--- src/rtl/wshb_arb_pkg.sv ---
// Shared definitions for the two-master Wishbone classic arbiter.
//
// Contents:
//   arb_state_t     grant FSM states (IDLE, GNT0, GNT1, GAP)
//   GNT_*           one-hot grant encodings (bit0 = master 0, bit1 = master 1)
//   CTI_W / BTE_W   widths of the Wishbone cycle-type and burst-type fields
//   state_to_grant  maps an FSM state onto its one-hot grant vector
//
// Optional build macro used by the arbiter: WSHB_ARB_RR_EN (round-robin ties).
package wshb_arb_pkg;

  typedef enum logic [1:0] {
    IDLE = 2'd0,
    GNT0 = 2'd1,
    GNT1 = 2'd2,
    GAP  = 2'd3
  } arb_state_t;

  localparam logic [1:0] GNT_NONE = 2'b00;
  localparam logic [1:0] GNT_M0   = 2'b01;
  localparam logic [1:0] GNT_M1   = 2'b10;

  localparam int CTI_W = 3;
  localparam int BTE_W = 2;

  function automatic logic [1:0] state_to_grant(input arb_state_t s);
    logic [1:0] g;
    g = GNT_NONE;
    case (s)
      GNT0:    g = GNT_M0;
      GNT1:    g = GNT_M1;
      default: g = GNT_NONE;
    endcase
    return g;
  endfunction

endpackage

--- src/rtl/wshb_arb_fsm.sv ---
// Grant FSM for the two-master Wishbone arbiter.
//
// Holds the grant state, the per-grant hold counter used for bounded-hold
// preemption, and the last-owner register.  Produces the one-hot grant vector
// consumed by the muxing in the top level.
//
// Ports:
//   clk_i      Wishbone clock
//   rst_i      synchronous, active-high reset
//   m0_cyc_i   master 0 (video reader) bus request
//   m1_cyc_i   master 1 (writer) bus request
//   s_ack_i    slave acknowledge
//   grant_o    one-hot current owner, 00 when idle, in the gap or in reset
//
// Parameters:
//   MAX_HOLD   acks one owner may take while the other master requests;
//              0 disables preemption.
//
// Build macro: WSHB_ARB_RR_EN selects round-robin tie breaking; when it is
// undefined master 0 wins every tie.
module wshb_arb_fsm
  import wshb_arb_pkg::*;
#(
  parameter int MAX_HOLD = 64
) (
  input  logic       clk_i,
  input  logic       rst_i,
  input  logic       m0_cyc_i,
  input  logic       m1_cyc_i,
  input  logic       s_ack_i,
  output logic [1:0] grant_o
);

  // A zero-width counter is illegal, so keep one bit when preemption is off.
  localparam int HOLD_W = (MAX_HOLD > 0) ? $clog2(MAX_HOLD + 1) : 1;
  localparam logic [HOLD_W-1:0] HOLD_MAX = HOLD_W'(MAX_HOLD);
  localparam logic [HOLD_W-1:0] HOLD_ONE = HOLD_W'(1);

  arb_state_t        state_q, state_d;
  logic [HOLD_W-1:0] hold_q, hold_d;
  logic              last_m1_q, last_m1_d;  // 1: master 1 owned the last grant

  arb_state_t pick_state;
  logic       in_gnt;
  logic       owner_cyc;
  logic       other_cyc;
  logic       hold_hit;
  logic       preempt;

  // Arbitration decision shared by IDLE, release and the gap fallback.
  always_comb begin
    pick_state = IDLE;
    if (m0_cyc_i && m1_cyc_i) begin
`ifdef WSHB_ARB_RR_EN
      pick_state = last_m1_q ? GNT0 : GNT1;
`else
      pick_state = GNT0;
`endif
    end else if (m0_cyc_i) begin
      pick_state = GNT0;
    end else if (m1_cyc_i) begin
      pick_state = GNT1;
    end
  end

  always_comb begin
    in_gnt    = (state_q == GNT0) || (state_q == GNT1);
    owner_cyc = 1'b0;
    other_cyc = 1'b0;
    if (state_q == GNT0) begin
      owner_cyc = m0_cyc_i;
      other_cyc = m1_cyc_i;
    end else if (state_q == GNT1) begin
      owner_cyc = m1_cyc_i;
      other_cyc = m0_cyc_i;
    end
    // The ack that lands on MAX_HOLD-1 brings the count to MAX_HOLD.  A count
    // already saturated also qualifies, so an owner that ran up its budget
    // before the other master arrived yields on its next ack.
    hold_hit = (hold_q == HOLD_MAX) || (hold_q == (HOLD_MAX - HOLD_ONE));
    preempt  = (MAX_HOLD > 0) && in_gnt && s_ack_i && hold_hit && other_cyc;
  end

  always_comb begin
    state_d = state_q;
    case (state_q)
      IDLE: state_d = pick_state;
      GNT0, GNT1: begin
        // Release has priority over preemption: an owner leaving on the same
        // edge gets a direct handover with no gap cycle.
        if (!owner_cyc) begin
          state_d = pick_state;
        end else if (preempt) begin
          state_d = GAP;
        end
      end
      GAP: begin
        // last_m1_q still names the preempted owner; hand over to the other
        // master, or fall back to normal arbitration if it has gone away.
        if (last_m1_q && m0_cyc_i) begin
          state_d = GNT0;
        end else if (!last_m1_q && m1_cyc_i) begin
          state_d = GNT1;
        end else begin
          state_d = pick_state;
        end
      end
      default: state_d = IDLE;
    endcase
  end

  always_comb begin
    hold_d    = hold_q;
    last_m1_d = last_m1_q;
    if (state_d != state_q) begin
      hold_d = '0;
    end else if (in_gnt && s_ack_i && (hold_q != HOLD_MAX)) begin
      hold_d = hold_q + HOLD_ONE;
    end
    if (state_d == GNT0) begin
      last_m1_d = 1'b0;
    end else if (state_d == GNT1) begin
      last_m1_d = 1'b1;
    end
  end

  always_ff @(posedge clk_i) begin
    if (rst_i) begin
      state_q   <= IDLE;
      hold_q    <= '0;
      last_m1_q <= 1'b1;  // master 0 wins the first tie after reset
    end else begin
      state_q   <= state_d;
      hold_q    <= hold_d;
      last_m1_q <= last_m1_d;
    end
  end

  // Grant is forced to zero during reset so nothing leaks to the slave
  // before the state register has been cleared.
  assign grant_o = rst_i ? GNT_NONE : state_to_grant(state_q);

endmodule

--- src/rtl/wshb_arbiter.sv ---
// Two-master, one-slave Wishbone classic arbiter in front of the SDRAM
// controller.  Master 0 is the video frame reader, master 1 a frame-buffer
// writer.  The grant FSM lives in wshb_arb_fsm; this level only steers the
// slave-side and master-side signals according to the one-hot grant.
//
// Ports:
//   clk, rst                  Wishbone clock, synchronous active-high reset
//   m0_* / m1_*               master request buses (cyc, stb, we, adr,
//                             dat_ms, sel, cti, bte) and returns (ack, dat_sm)
//   s_*                       slave request bus and returns (ack, dat_sm)
//   grant                     one-hot owner (bit0 = m0, bit1 = m1), 00 = idle
//
// Parameters: ADR_W, DAT_W (SEL width DAT_W/8), MAX_HOLD (0 = no preemption).
// Build macro: WSHB_ARB_RR_EN selects round-robin tie breaking.
module wshb_arbiter
  import wshb_arb_pkg::*;
#(
  parameter int ADR_W    = 32,
  parameter int DAT_W    = 32,
  parameter int MAX_HOLD = 64
) (
  input  logic                clk,
  input  logic                rst,
  // master 0: video reader
  input  logic                m0_cyc,
  input  logic                m0_stb,
  input  logic                m0_we,
  input  logic [ADR_W-1:0]    m0_adr,
  input  logic [DAT_W-1:0]    m0_dat_ms,
  input  logic [DAT_W/8-1:0]  m0_sel,
  input  logic [CTI_W-1:0]    m0_cti,
  input  logic [BTE_W-1:0]    m0_bte,
  output logic                m0_ack,
  output logic [DAT_W-1:0]    m0_dat_sm,
  // master 1: frame-buffer writer
  input  logic                m1_cyc,
  input  logic                m1_stb,
  input  logic                m1_we,
  input  logic [ADR_W-1:0]    m1_adr,
  input  logic [DAT_W-1:0]    m1_dat_ms,
  input  logic [DAT_W/8-1:0]  m1_sel,
  input  logic [CTI_W-1:0]    m1_cti,
  input  logic [BTE_W-1:0]    m1_bte,
  output logic                m1_ack,
  output logic [DAT_W-1:0]    m1_dat_sm,
  // slave: SDRAM controller
  output logic                s_cyc,
  output logic                s_stb,
  output logic                s_we,
  output logic [ADR_W-1:0]    s_adr,
  output logic [DAT_W-1:0]    s_dat_ms,
  output logic [DAT_W/8-1:0]  s_sel,
  output logic [CTI_W-1:0]    s_cti,
  output logic [BTE_W-1:0]    s_bte,
  input  logic                s_ack,
  input  logic [DAT_W-1:0]    s_dat_sm,
  // current owner
  output logic [1:0]          grant
);

  logic [1:0] grant_w;

  wshb_arb_fsm #(
    .MAX_HOLD (MAX_HOLD)
  ) u_fsm (
    .clk_i    (clk),
    .rst_i    (rst),
    .m0_cyc_i (m0_cyc),
    .m1_cyc_i (m1_cyc),
    .s_ack_i  (s_ack),
    .grant_o  (grant_w)
  );

  assign grant = grant_w;

  // Slave-side request mux.  Everything is zero with no owner, which is what
  // keeps s_cyc low through IDLE and the one-cycle preemption gap.
  always_comb begin
    s_cyc    = 1'b0;
    s_stb    = 1'b0;
    s_we     = 1'b0;
    s_adr    = '0;
    s_dat_ms = '0;
    s_sel    = '0;
    s_cti    = '0;
    s_bte    = '0;
    case (grant_w)
      GNT_M0: begin
        s_cyc    = m0_cyc;
        s_stb    = m0_stb;
        s_we     = m0_we;
        s_adr    = m0_adr;
        s_dat_ms = m0_dat_ms;
        s_sel    = m0_sel;
        s_cti    = m0_cti;
        s_bte    = m0_bte;
      end
      GNT_M1: begin
        s_cyc    = m1_cyc;
        s_stb    = m1_stb;
        s_we     = m1_we;
        s_adr    = m1_adr;
        s_dat_ms = m1_dat_ms;
        s_sel    = m1_sel;
        s_cti    = m1_cti;
        s_bte    = m1_bte;
      end
      default: ;
    endcase
  end

  // Only the owner sees ack, so a preempted master simply stalls.  Read data
  // is broadcast to both masters whenever someone owns the bus.
  assign m0_ack    = grant_w[0] & s_ack;
  assign m1_ack    = grant_w[1] & s_ack;
  assign m0_dat_sm = (grant_w != GNT_NONE) ? s_dat_sm : '0;
  assign m1_dat_sm = (grant_w != GNT_NONE) ? s_dat_sm : '0;

endmodule

--- config.mk ---
export PLATFORM = sky130hd
export DESIGN_NAME = wshb_arbiter
export DESIGN_NICKNAME = d
export VERILOG_FILES = /design/src/rtl/wshb_arb_pkg.sv /design/src/rtl/wshb_arb_fsm.sv /design/src/rtl/wshb_arbiter.sv
export SDC_FILE = /design/constraint.sdc
export NUM_CORES = 1
export LEC_CHECK = 0
export ABC_AREA = 1
export BUFFER_PORTS_ARGS = -buffer_cell sky130_fd_sc_hd__buf_2
export CORE_AREA = 2 2 130 132
export DETAILED_ROUTE_END_ITERATION = 10
export DIE_AREA = 0 0 132 134
export PLACE_DENSITY = 0.43
export SLEW_MARGIN = 20
export SYNTH_ARGS = -nofsm -noshare
export SYNTH_HDL_FRONTEND = slang
export SYNTH_SLANG_ARGS = --single-unit
--- constraint.sdc ---
create_clock -name clk -period 2 [get_ports clk]
set_input_delay 0.1 -clock clk [delete_from_list [all_inputs] [get_ports clk]]
set_output_delay 0.1 -clock clk [all_outputs]
set_load 0.02 [all_outputs]
# After elaboration in Yosys (flattened, before gate mapping)
# Index checks and enable logic that the tools add are counted.
[totals] wordCells=57 out_inout_bits=144 inputBits=187 regBits=10
[op_classes] n_mux=25 n_eq_ne=11 bitwise_logic=2 addsub=1 n_reduce_logical=15
[op_table] op="case mux 32 bit (2 select lines)" n=2
[op_table] op="two-way mux 32 bit" n=1
[op_table] op="two-way mux 2 bit" n=8
[op_table] op="== test 2 bit, second input constant" n=4
[op_table] op="case mux 2 bit (2 select lines)" n=2
[op_table] op="case mux 4 bit (2 select lines)" n=1
[op_table] op="adder 7 x 1 -> 7 bit, second input constant" n=1
[op_table] op="== test 7 x 6 -> 1 bit, second input constant" n=1
[op_table] op="== test 7 bit, second input constant" n=1
[op_table] op="logical AND 1 bit" n=7
[op_table] op="!= test 7 bit, second input constant" n=1
[op_table] op="== test 2 x 1 -> 1 bit, second input constant" n=3
[op_table] op="two-way mux 1 bit" n=6
[op_table] op="case mux 1 bit (2 select lines)" n=3
[op_table] op="case mux 2 bit (3 select lines)" n=1
[op_table] op="case mux 3 bit (2 select lines)" n=1
[op_table] op="nonzero test 2 bit" n=2
[op_table] op="OR reduction 2 bit" n=2
[op_table] op="AND 1 bit" n=2
[op_table] op="zero test 2 bit" n=1
[op_table] op="logical OR 1 bit" n=2
[op_table] op="!= test 2 bit" n=1
[op_table] op="zero test 1 bit" n=1

# Logic depth before layout (Yosys ltp)
[depth] ltp_word=11 mapped_depth=15 ltp_nobuf=15

# Modules after synthesis
# From an unflattened synthesis, not the netlist that was laid out.
[hier_totals] hier_cells=475 hier_area_um2=2389.8
[by_module_without_submodules] module="wshb_arbiter" cells_each=361 seq_area_each_um2=0.0 n_inst=1 area_per_inst_um2=1645.3
[by_module_without_submodules] module="wshb_arb_fsm" cells_each=114 seq_area_each_um2=200.2 n_inst=1 area_per_inst_um2=744.5

# Worst setup path before layout
# OpenSTA, ideal clock, no wires.
[synth_timing] kind="reg-to-output" startpoint="reg u_fsm.state_q[1]" endpoint="out s_adr[20]" t_arrival_ns=2.268 path_buffers=2 setup_slack_ns=-0.368 path_stages_with_launch=11 required_ns=1.900 path_cell_list="dfxtp_1 > inv_1 > ha_1 > inv_1 > nor2_1 > inv_1 > ha_1 > inv_1 > clkbuf_1 > clkbuf_1 > a21oi_1"
[synth_between] elab_chain_cells=5 elab_cells_between_ends=7 cone_classes="eq/ne: 4; mux: 3"
[synth_rtl] element="from (decl)" line_no="wshb_arb_fsm.sv:39" source="arb_state_t state_q, state_d;"
[synth_rtl] element="from (signal assigned)" line_no="wshb_arb_fsm.sv:133" source="state_q <= state_d;"
[synth_rtl] element="== test 2 bit / == test 2 x 1 -> 1 bit (equally long branches)" line_no="wshb_arb_pkg.sv:29" source="case (s)"
[synth_rtl] element="case mux 2 bit (2 select lines) (*)" line_no="wshb_arb_pkg.sv:29"
[synth_rtl] element="two-way mux 2 bit (*)" line_no="wshb_arb_fsm.sv:141" source="assign grant_o = rst_i ? GNT_NONE : state_to_grant(state_q);"
[synth_rtl] element="named net grant[0]" line_no="wshb_arbiter.sv:58" source="output logic [1:0] grant"
[synth_rtl] element="== test 2 bit / == test 2 x 1 -> 1 bit (equally long branches)" line_no="wshb_arbiter.sv:87" source="case (grant_w)"
[synth_rtl] element="case mux 32 bit (2 select lines) (*)" line_no="wshb_arbiter.sv:87"
[synth_rtl] element="to (decl)" line_no="wshb_arbiter.sv:50" source="output logic [ADR_W-1:0] s_adr,"
# Mark *: on every way through the listed nets, which the timed path passes. The rest lies on a longest branch.

# Worst setup path in the final report
[layout_timing] startpoint="reg u_fsm.state_q[0]" endpoint="out s_adr[7]"
[layout_between] elab_chain_cells=5 elab_cells_between_ends=7 cone_classes="eq/ne: 4; mux: 3"
[layout_rtl] element="== test 2 bit / == test 2 x 1 -> 1 bit (equally long branches)" line_no="wshb_arb_pkg.sv:29"
[layout_rtl] element="case mux 2 bit (2 select lines) (*)" line_no="wshb_arb_pkg.sv:29"
[layout_rtl] element="two-way mux 2 bit (*)" line_no="wshb_arb_fsm.sv:141"
[layout_rtl] element="== test 2 bit / == test 2 x 1 -> 1 bit (equally long branches)" line_no="wshb_arbiter.sv:87"
[layout_rtl] element="case mux 32 bit (2 select lines) (*)" line_no="wshb_arbiter.sv:87"
# Mark *: on every way between the ends. The rest lies on a longest branch, timed or not.

==> impl_metrics.tcl <==
set metrics [dict create \
    outcome "finished, violations left" \
    violations "setup timing" \
    min_to "u_fsm.state_q[0]$_SDFF_PP0_" \
    path_clk_slew_ns 0.04 \
    crit_buf_inv 8 \
    fin_crit_sh 1.02 \
    antenna_found_initial 1 \
    finish.utilization 0.356 \
    slew_viol_final 0 \
    syn_inst 476 \
    muxShareOfSynthArea 0.00481 \
    final_nets 1002 \
    overflow 0 \
    setup_viol 54 \
    final_cell_mix "buf_2, nand2_1, a21oi_2, buf_4, inv_1" \
    hold_viol_final 0 \
    p_seq_frac 0.091 \
    rsz0062_at_grt "true" \
    core_um2 16300 \
    drc_errors 0 \
    fp.dieW_um 132 \
    critPathMaxFanout 7 \
    ys_seq_elements 10 \
    postSynthAreaPerCell_um2 4.92 \
    fin_ws_ns -0.0419 \
    synthSimpleGateAreaFrac 0.415 \
    r2r_slack_ns 0.05 \
    drt_first_iter_violations 104 \
    crit_required_ns 1.90 \
    p_per_area_nw_per_um2 466 \
    clock.fmax_mhz 490 \
    rows 47 \
    viasPerCell 3.96 \
    finalPower_w 0.00270 \
    gp_congestion 0.897 \
    rr_worst_depth 13 \
    post-place-ws_ns 0.00600 \
    ctsLongestPathBuffers 2 \
    yosysSeqAreaShare 0.0855 \
    die_h_um 134 \
    relSlewSlack 0.856 \
    first_pass_iters 4 \
    clock_latency_ns 0.24 \
    die_area_um2 17700 \
    rr_startpoint "u_fsm.state_q[0]$_SDFF_PP0_" \
    avgRoutedWirePerCell_um 14.0 \
    drive_above_1_share 0.655 \
    cp-start-kind "register" \
    crit_path_top_delay_cell "dfxtp_4" \
    switching_power_w 0.00128 \
    netlist_area_um2 2340 \
    grt_usage 0.145 \
    p_leak_nw 2.72 \
    root_buffer "clkbuf_16" \
    cts_hold_buffers 0 \
    swShare 0.472 \
    holdPathStages 2 \
    synthAdderAreaFrac 0.0588 \
    whs_ns 0.155 \
    postRouteAntennaNets 0 \
    wirelength_um 14300 \
    cpPeakStageDelay_ns 0.36 \
    arrival_ns 1.94 \
    cp_num_cells 12 \
    finalClockSkew_ns 0.00155 \
    grt_start_max_net_pins 23 \
    fin_crit_ns 2.04 \
    ys_types 22 \
    syn-num-nets 674 \
    synth-xor-area-share 0.0187 \
    min_from "rst" \
    final_common_cell "buf_2" \
    io_pins 331 \
    fillers 1806 \
    port_buffers 330 \
    initial_core_util 0.144 \
    grt_pass1_vias 3927 \
    yosys_warnings 0 \
    dpl.hpwl_um 11100 \
    drv_cap 0 \
    area_delta_synth_final_pct 148 \
    worstSetupPathType "register to primary output" \
    path_common_cell "buf_6" \
    cts_sinks 10 \
    htreeDepth 1 \
    synth-compound-area-share 0.180 \
    cts_made_buffers 3 \
    vias 4052 \
    ir_worst_vdd_mv 0.854 \
    ys_top_cells_by_area "nand2_1, a21oi_1, buf_4" \
    hold_path.class "input port to register" \
    grt_pass1_wl_um 20700 \
    p_clk_frac 0.145 \
    crit_family "buffers and inverters" \
    finalSetupTns_ns -0.992 \
    crit_path_end_kind "primary output" \
    worst_pin_slew_ns 0.215 \
    combPwrFrac 0.765 \
    path_cells "inv_4 > ha_4 > inv_2 > nor2_4 > inv_2 > buf_6 > ha_4 > buf_12 > inv_8 > buf_6 > a21oi_2 > buf_6" \
    synth_top_family_by_area "simple AND/OR/NAND/NOR gates" \
    synth_top_area_cell "nand2_1" \
    p_int_w 0.00143 \
    cts_tree "done" \
    worst_r2r_endpoint "u_fsm.last_m1_q$_SDFFE_PP1P_" \
    synth_top_area_frac 0.284 \
]
[cell usage after synthesis]
cell      instances
ha_1             11
nor2_4            1
buf_1             6
dfxtp_1          10
nand2_1         177
or2_1             1
nor2_1           56
mux2_2            1
buf_2             1
inv_1            57
o21ai_0           1
o21ai_1           1
nand4_1           1
buf_4            32
nor3_1            1
nand2_2           5
nor2_2            1
nand3_1           6
clkbuf_1         20
xnor2_1           3
a21oi_1          82
xor2_1            2
[worst max path at each step]
stage / startpoint / end
2_1_floorplan: u_fsm.state_q[1]$_SDFF_PP0_ / s_adr[20]
3_3_place_gp: u_fsm.state_q[1]$_SDFF_PP0_ / s_adr[22]
3_5_place_dp: u_fsm.state_q[1]$_SDFF_PP0_ / s_dat_ms[13]
4_1_cts: u_fsm.state_q[0]$_SDFF_PP0_ / s_dat_ms[1]
5_1_grt: u_fsm.state_q[0]$_SDFF_PP0_ / s_dat_ms[12]
6_report: u_fsm.state_q[0]$_SDFF_PP0_ / s_adr[7]
[registers in the layout, summed over array words and instances (netlist names)]
name / count
u_fsm.hold_q: 7
u_fsm.state_q: 2
u_fsm.last_m1_q: 1
[cell families (layout without fill, tap and decap cells)]
logic type      Yosys count  count (layout)
compound gates           84              84
xor+xnor                  5               5
fa+ha+maj                11              11
buf+inv                 116             443
flops                    10              10
mux                       1               1
other cells               0               1
simple gates            249             249
[metal layers]
layer	up-vias	track usage	wire [um]
met4	0	0.0205	153
met1	1820	0.178	5950
li1	2080	-	-
met3	14	0.0204	769
met2	138	0.273	7440
met5	-	0	0
[cell type report]
class	instances	area, um2	area share
timing repair buffer	381	2710	0.466
inverter	57	231	0.0399
clock buffer	4	88.8	0.0153
sequential	10	208	0.0358
multi-input combinational	350	2280	0.393
timing repair inverter	1	11.3	0.00194
antenna	1	2.50	0.000431
tap	220	275	0.0474
[power groups by stage]
| stage | sequential, W | combinational, W | clock (W) |
|---|---|---|---|
| final | 0.000245 | 0.00207 | 0.000391 |
| after global placement | 0.000238 | 0.00172 | 0 |
| after floorplan | 0.000236 | 0.00109 | 0 |
| after detailed placement | 0.000239 | 0.00171 | 0 |
| after global routing | 0.000248 | 0.00223 | 0.000404 |
| after CTS | 0.000245 | 0.00193 | 0.000401 |
[what timing repair did]
| item | 4_1_cts | 5_1_grt |
|---|---|---|
| pin swaps | 2 | 9 |
| buffers inserted | 9 | 2 |
| cloned | 4 | 3 |
| resized for setup | 114 | 63 |
| endpoints found under the setup margin | 133 | 79 |
[metrics by stage]
step                instance area, um2  cells
CTS                               5440   1018
detailed placement                4860   1001
finish                            5810   1024
global route                      5810   1024
floorplan                         2900    476
global placement                  4860   1001
No activity file was read; power rests on OpenSTA's default activity.
